File: src/rtl/muxout_deser_pkg.sv
// Shared types, default sizes and the bit-insertion helper for the MuxOut
// serial-to-parallel capture stage.
package muxout_deser_pkg;

  localparam int unsigned DESER_WIDTH = 4;
  localparam int unsigned DESER_CNT_W = 8;
  localparam int unsigned DESER_MAX_W = 16;

  typedef enum logic [0:0] {
    FILL  = 1'b0,
    STALL = 1'b1
  } deser_state_e;

  // MSB-first shifts left so the oldest bit ends up on top; LSB-first shifts
  // right and drops the new bit at position width-1 so the oldest lands at 0.
  function automatic logic [DESER_MAX_W-1:0] deser_insert(
    input logic [DESER_MAX_W-1:0] sh,
    input logic                   b,
    input int unsigned            width,
    input logic                   msb_first
  );
    logic [DESER_MAX_W-1:0] r;
    r = '0;
    if (msb_first) begin
      r = {sh[DESER_MAX_W-2:0], b};
    end else begin
      r = sh >> 1;
      r[width-1] = b;
    end
    return r;
  endfunction

endpackage

File: src/rtl/muxout_deser.sv
// Assembles WIDTH accepted MuxOut bits into a word presented on a
// valid/ready port, stalling the bit side when a finished word has no slot.
module muxout_deser
  import muxout_deser_pkg::*;
#(
  parameter int unsigned WIDTH     = DESER_WIDTH,
  parameter bit          MSB_FIRST = 1'b1,
  parameter int unsigned CNT_W     = DESER_CNT_W
) (
  input  logic             clk,
  input  logic             rst,
  input  logic             bit_in,
  input  logic             bit_valid,
  output logic             bit_ready,
  input  logic             align,
  output logic [WIDTH-1:0] word_data,
  output logic             word_valid,
  input  logic             word_ready,
  output logic [CNT_W-1:0] word_count
);

  localparam int unsigned POS_W = $clog2(WIDTH);

  deser_state_e     state_q, state_d;
  logic [POS_W-1:0] pos_q, pos_d;
  logic [WIDTH-1:0] sh_q, sh_d;
  logic [WIDTH-1:0] out_q, out_d;
  logic             out_full_q, out_full_d;
  logic [CNT_W-1:0] cnt_q, cnt_d;

  logic                   accept_s;
  logic                   transfer_s;
  logic                   slot_free_s;
  logic                   load_s;
  logic [WIDTH-1:0]       sh_base_s;
  logic [POS_W-1:0]       pos_base_s;
  logic [DESER_MAX_W-1:0] ins_s;
  logic [WIDTH-1:0]       word_s;
  logic                   ins_unused_s;

  assign bit_ready   = (state_q == FILL);
  assign accept_s    = bit_valid && bit_ready;
  assign transfer_s  = out_full_q && word_ready;
  assign slot_free_s = !out_full_q || transfer_s;

  // align only rewinds the word under construction, never a stalled one
  assign sh_base_s  = (align && state_q == FILL) ? '0 : sh_q;
  assign pos_base_s = (align && state_q == FILL) ? '0 : pos_q;
  assign ins_s      = deser_insert(DESER_MAX_W'(sh_base_s), bit_in, WIDTH, MSB_FIRST);
  assign word_s     = ins_s[WIDTH-1:0];
  assign ins_unused_s = ^(ins_s >> WIDTH);

  // Next-state for the FILL/STALL controller and the data path
  always_comb begin
    state_d = state_q;
    pos_d   = pos_q;
    sh_d    = sh_q;
    out_d   = out_q;
    load_s  = 1'b0;
    case (state_q)
      FILL: begin
        if (accept_s) begin
          if (pos_base_s == POS_W'(WIDTH - 1)) begin
            pos_d = '0;
            if (slot_free_s) begin
              out_d  = word_s;
              sh_d   = '0;
              load_s = 1'b1;
            end else begin
              sh_d    = word_s;
              state_d = STALL;
            end
          end else begin
            sh_d  = word_s;
            pos_d = pos_base_s + POS_W'(1);
          end
        end else begin
          sh_d  = sh_base_s;
          pos_d = pos_base_s;
        end
      end
      STALL: begin
        pos_d = '0;
        if (transfer_s) begin
          out_d   = sh_q;
          sh_d    = '0;
          load_s  = 1'b1;
          state_d = FILL;
        end else begin
          state_d = STALL;
        end
      end
      default: begin
        state_d = FILL;
        pos_d   = '0;
        sh_d    = '0;
      end
    endcase

    if (load_s) begin
      out_full_d = 1'b1;
    end else if (transfer_s) begin
      out_full_d = 1'b0;
    end else begin
      out_full_d = out_full_q;
    end
    cnt_d = cnt_q + CNT_W'(transfer_s);
  end

  // State register with synchronous reset
  always_ff @(posedge clk) begin
    if (rst) begin
      state_q    <= FILL;
      pos_q      <= '0;
      sh_q       <= '0;
      out_q      <= '0;
      out_full_q <= 1'b0;
      cnt_q      <= '0;
    end else begin
      state_q    <= state_d;
      pos_q      <= pos_d;
      sh_q       <= sh_d;
      out_q      <= out_d;
      out_full_q <= out_full_d;
      cnt_q      <= cnt_d;
    end
  end

  assign word_data  = out_q;
  assign word_valid = out_full_q;
  assign word_count = cnt_q;

endmodule

File: config.mk
export PLATFORM = sky130hd
export DESIGN_NAME = muxout_deser
export DESIGN_NICKNAME = d
export VERILOG_FILES = /design/src/rtl/muxout_deser_pkg.sv /design/src/rtl/muxout_deser.sv
export SDC_FILE = /design/constraint.sdc
export NUM_CORES = 1
export LEC_CHECK = 0
export CAP_MARGIN = 20
export CORE_MARGIN = 2
export CORE_UTILIZATION = 50
export CTS_CLUSTER_DIAMETER = 100
export CTS_CLUSTER_SIZE = 24
export DETAILED_ROUTE_END_ITERATION = 6
export GPL_TIMING_DRIVEN = 0
export PLACE_DENSITY = 0.79
export SETUP_SLACK_MARGIN = 0.4
export SLEW_MARGIN = 5
export SYNTH_ARGS = -nofsm -noshare
export SYNTH_HDL_FRONTEND = slang
export SYNTH_SLANG_ARGS = --single-unit
File: constraint.sdc
create_clock -name clk -period 3.6 [get_ports clk]
set_clock_uncertainty 0.15 [all_clocks]
set_input_delay 0.54 -clock clk [delete_from_list [all_inputs] [get_ports clk]]
set_output_delay 0.54 -clock clk [all_outputs]
set_load 0.005 [all_outputs]
==> impl_summary.log <==
INFO  metric run_status = completed
INFO  metric r2r_end = word_data[2]
INFO  metric most_common_cell_after_layout_fill_and_taps_aside = sky130_fd_sc_hd__dfxtp_1
INFO  metric maxClockFrequency = 0.415 GHz
INFO  metric synth_edf_count = 0
INFO  metric compound_gate_fraction_of_synth_area = 22.8%
INFO  metric postSynth.topFlopCell = sky130_fd_sc_hd__dfxtp_1
INFO  metric ctsLongestPathBuffers = 2
INFO  metric cts-root-buf = sky130_fd_sc_hd__clkbuf_4
INFO  metric drc_violation_count_after_routing = 0
INFO  metric least_setup_slack_across_all_paths_after_layout = 1.19 ns
INFO  metric ctsResizeCount = 0
INFO  metric cts_sinks = 20
INFO  metric timing.critical_path.fanout_max = 8
INFO  metric start_util = 53.5%
INFO  metric post-route-period-util = 66.9%
INFO  metric postSynthAreaPerCell = just under 10 sq um
INFO  metric vias_per_cell = 5.49
INFO  metric switchingPower = 81.4 uW
INFO  metric cts.repair_timing.setup_buffer_count = 0
INFO  metric power.density_cell_area = 363 mW/mm^2
INFO  metric vdd_ir_drop_max = 221 uV
INFO  metric gpl.final_weighted_congestion = between 0.7 and 0.8
INFO  metric timing.critical_path.required = 3.65 ns
INFO  metric timing.final.max_slew_violations = 0
INFO  metric design.die.area = 0.00221 sq mm
INFO  metric worst_path_max_delay_cell = sky130_fd_sc_hd__clkdlybuf4s50_1
INFO  metric power_frac_clock = 42.5%
INFO  metric whs_endpoint = word_count[7]
INFO  metric cell_internal_pwr = 346 uW
INFO  metric crit_buf_inv = 1
INFO  metric remaining_antenna_violation_count_after_routing = 0
INFO  metric tns = 0 ns
INFO  metric pwr-share-comb = 4.9%
INFO  metric dominant_combinational_cell_family_by_area_after_synthesis = compound AO/OA/AOI/OAI gates
INFO  metric tightest_slew = roughly 0.43 ns
INFO  metric die-height = 47.0 um
INFO  metric drive_above_1_share = 11.1%
INFO  metric first_global_vias = 644
INFO  metric critical_path.max_stage_delay = approximately 0.61 ns
INFO  metric netlist_area = 923 sq um
INFO  metric number_of_clock_buffers_inserted_by_tritoncts = 3
INFO  metric post_synth_num_cell_types = 33
INFO  metric final-hold-violation-count = 0
INFO  metric place.port_buffers = 17
INFO  metric wire_length_of_the_first_global_routing_pass = 2770 um
INFO  metric filler_cells = 154
INFO  metric maxCapViolCount = 0
INFO  metric cts.hold.buffers_added = 0
INFO  metric synth.yosys.warnings = 0
INFO  metric timing.rr.start = state_q
INFO  metric grt.total_usage = between 10% and 20%
INFO  metric cts_tree = built
INFO  metric num_rows = 15
INFO  metric place.detailed.hpwl = ~1300 um
INFO  metric startpoint_type = input pin
INFO  metric multi_input_gate_area = 482 sq um
INFO  metric synth-seq-cells = 20
INFO  metric floorplan.die.width = 47.0 um
INFO  metric synthesis.nets = around 110
INFO  metric syn_inst_count = 96
INFO  metric hold_start = word_count[7]
INFO  metric worstSetupEndpointType = register
INFO  metric overflow = 0
INFO  metric fp.coreArea = between 0.0015 and 0.002 sq mm
INFO  metric synthSimpleGateAreaFrac = 19.1%
INFO  metric io_count = 20
INFO  metric post_synth_xor_area_fraction = 3.79%
INFO  metric insertedDiodeCount = 0
INFO  metric layout_min_cycle_time = 2.41 ns
INFO  metric synth_async_sr_flop_share = 0%
INFO  metric criticalPathCategory = input pin to register
INFO  metric r2r_setup_slack = 1.40 ns
INFO  metric path_cells = clkdlybuf4s50_1 > nand2_1 > and2_1 > ha_1 > a21o_1 > and3_2 > a211oi_1
INFO  metric slew_headroom = between 70% and 80%
INFO  metric design.final.nets = 128
INFO  metric synth_mux_area_share = 1.08%
INFO  metric antenna_found_initial = 0
INFO  metric cp.arrival = about 2.5 ns
INFO  metric route.final.wire_length = 1760 um
INFO  metric dr.first_iter.drc_count = 15
INFO  metric clkSlewWorstSetupHoldPaths = 0.11 ns
INFO  metric post_drt_wl_per_cell = 12.4 um
INFO  metric hold_slack = 0.331 ns
INFO  metric total_leakage_power = around 0.00043 uW
INFO  metric register_area = ~400 sq um
INFO  metric r2r.worst_path.cells = 8
INFO  metric mostFrequentLayoutCells = 20 x sky130_fd_sc_hd__dfxtp_1, 17 x sky130_fd_sc_hd__clkdlybuf4s50_1, 8 x sky130_fd_sc_hd__a21oi_1, 5 x sky130_fd_sc_hd__a31oi_1
INFO  metric power.sequential.fraction = 52.5%
INFO  metric yosys.area_share.adder = under 10%
INFO  metric detailroute.via_count = a little under 800
INFO  metric path_delay_family = buffers and inverters
INFO  metric worst_hold_check_path_type = register to register
INFO  metric pre_cts_slack = roughly 0.95 ns
INFO  metric worstHoldPathCells = 2
INFO  metric cts-htree-levels = 1
INFO  metric firstDrtPassIters = 4
INFO  metric rsz0062_at_grt = false
INFO  metric grt_start_max_net_pins = 13
INFO  metric seq_area_frac_synth = between 40% and 50%
INFO  metric area.growth.synth_to_final = 27.5%
INFO  metric switching_share = 19.1%
INFO  metric clk_lat_worst_skew = 0.30 ns
INFO  metric setup_viol_count_final = 0
## cells by family after synthesis
logic type | after synthesis
AND/OR/NAND/NOR | 31
AO/OA/AOI/OAI | 28
flip-flops | 20
buffers and inverters | 8
XOR/XNOR | 4
adder cells (fa/ha/maj) | 4
multiplexers | 1
## how the worst max path moves through the flow
stage | startpoint | endpoint | depth (start not counted)
floorplan | state_q | word_data[0] | 8
global route | align | word_data[2] | 7
global placement | align | word_data[0] | 7
finish | align | word_data[2] | 7
CTS | align | word_data[2] | 7
detailed placement | align | word_data[3] | 7
## cell type report
class | instances | share of cell area [%]
Multi-Input combinational cell | 68 | 40.9
Sequential cell | 20 | 34.0
Timing Repair Buffer | 17 | 14.5
Tap cell | 25 | 2.66
Clock inverter | 1 | 2.55
Buffer | 5 | 2.55
Clock buffer | 3 | 1.91
Inverter | 3 | 0.956
## Yosys cell counts, types with 3 or more instances
library cell | n | area [sq um]
sky130_fd_sc_hd__a211oi_1 | 4 | 30.0
sky130_fd_sc_hd__a21oi_1 | 8 | 40.0
sky130_fd_sc_hd__a31oi_1 | 5 | 31.3
sky130_fd_sc_hd__dfxtp_1 | 20 | 400
sky130_fd_sc_hd__ha_1 | 4 | 50.1
sky130_fd_sc_hd__inv_1 | 3 | 11.3
sky130_fd_sc_hd__nand2_1 | 4 | 15.0
sky130_fd_sc_hd__nand3_1 | 4 | 20.0
sky130_fd_sc_hd__nor2_1 | 3 | 11.3
sky130_fd_sc_hd__nor2b_1 | 3 | 18.8
sky130_fd_sc_hd__nor3_1 | 3 | 15.0
sky130_fd_sc_hd__nor3b_1 | 4 | 30.0
sky130_fd_sc_hd__or3_1 | 3 | 18.8
## tightest hold or removal path, cell delays in order, from the launching register on
cell and delay, ns:
sky130_fd_sc_hd__dfxtp_1 0.33, sky130_fd_sc_hd__o31ai_1 0.06, sky130_fd_sc_hd__a21oi_1 0.05
## sequential cells by signal, indices dropped and copies added, names as in the netlist
name / count
word_count: 8
sh_q: 4
word_data: 4
pos_q: 2
state_q: 1
word_valid: 1
## metal layers
| metal | GRT usage, % | wire (um) | vias to the layer above |
|---|---|---|---|
| met1 | 21.3 | 775 | 361 |
| met5 | 0 | 0 | - |
| met3 | 3.46 | 68 | 4 |
| li1 | - | - | 395 |
| met4 | 10.0 | 38 | 0 |
| met2 | 31.0 | 876 | 19 |
## power groups by stage
stage / clock, uW / combinational, uW / sequential (uW)
2_1_floorplan: 0 / 13.7 / 229
3_3_place_gp: 0 / 20.8 / 229
3_5_place_dp: 0 / 21.2 / 229
4_1_cts: 186 / 21.2 / 224
5_1_grt: 195 / 23.4 / 225
6_report: 182 / 21.0 / 224
## stage by stage
stage | power, uW | instance area, sq um | std cells | utilization [%]
2_1_floorplan | 243 | 923 | 96 | -
3_3_place_gp | 250 | 1120 | 138 | 65.1
3_5_place_dp | 251 | 1120 | 138 | 65.1
4_1_cts | 431 | 1180 | 142 | 68.2
5_1_grt | 443 | 1180 | 142 | 68.2
6_report | 427 | 1180 | 142 | 68.2
No activity file was read; power rests on OpenSTA's default activity.
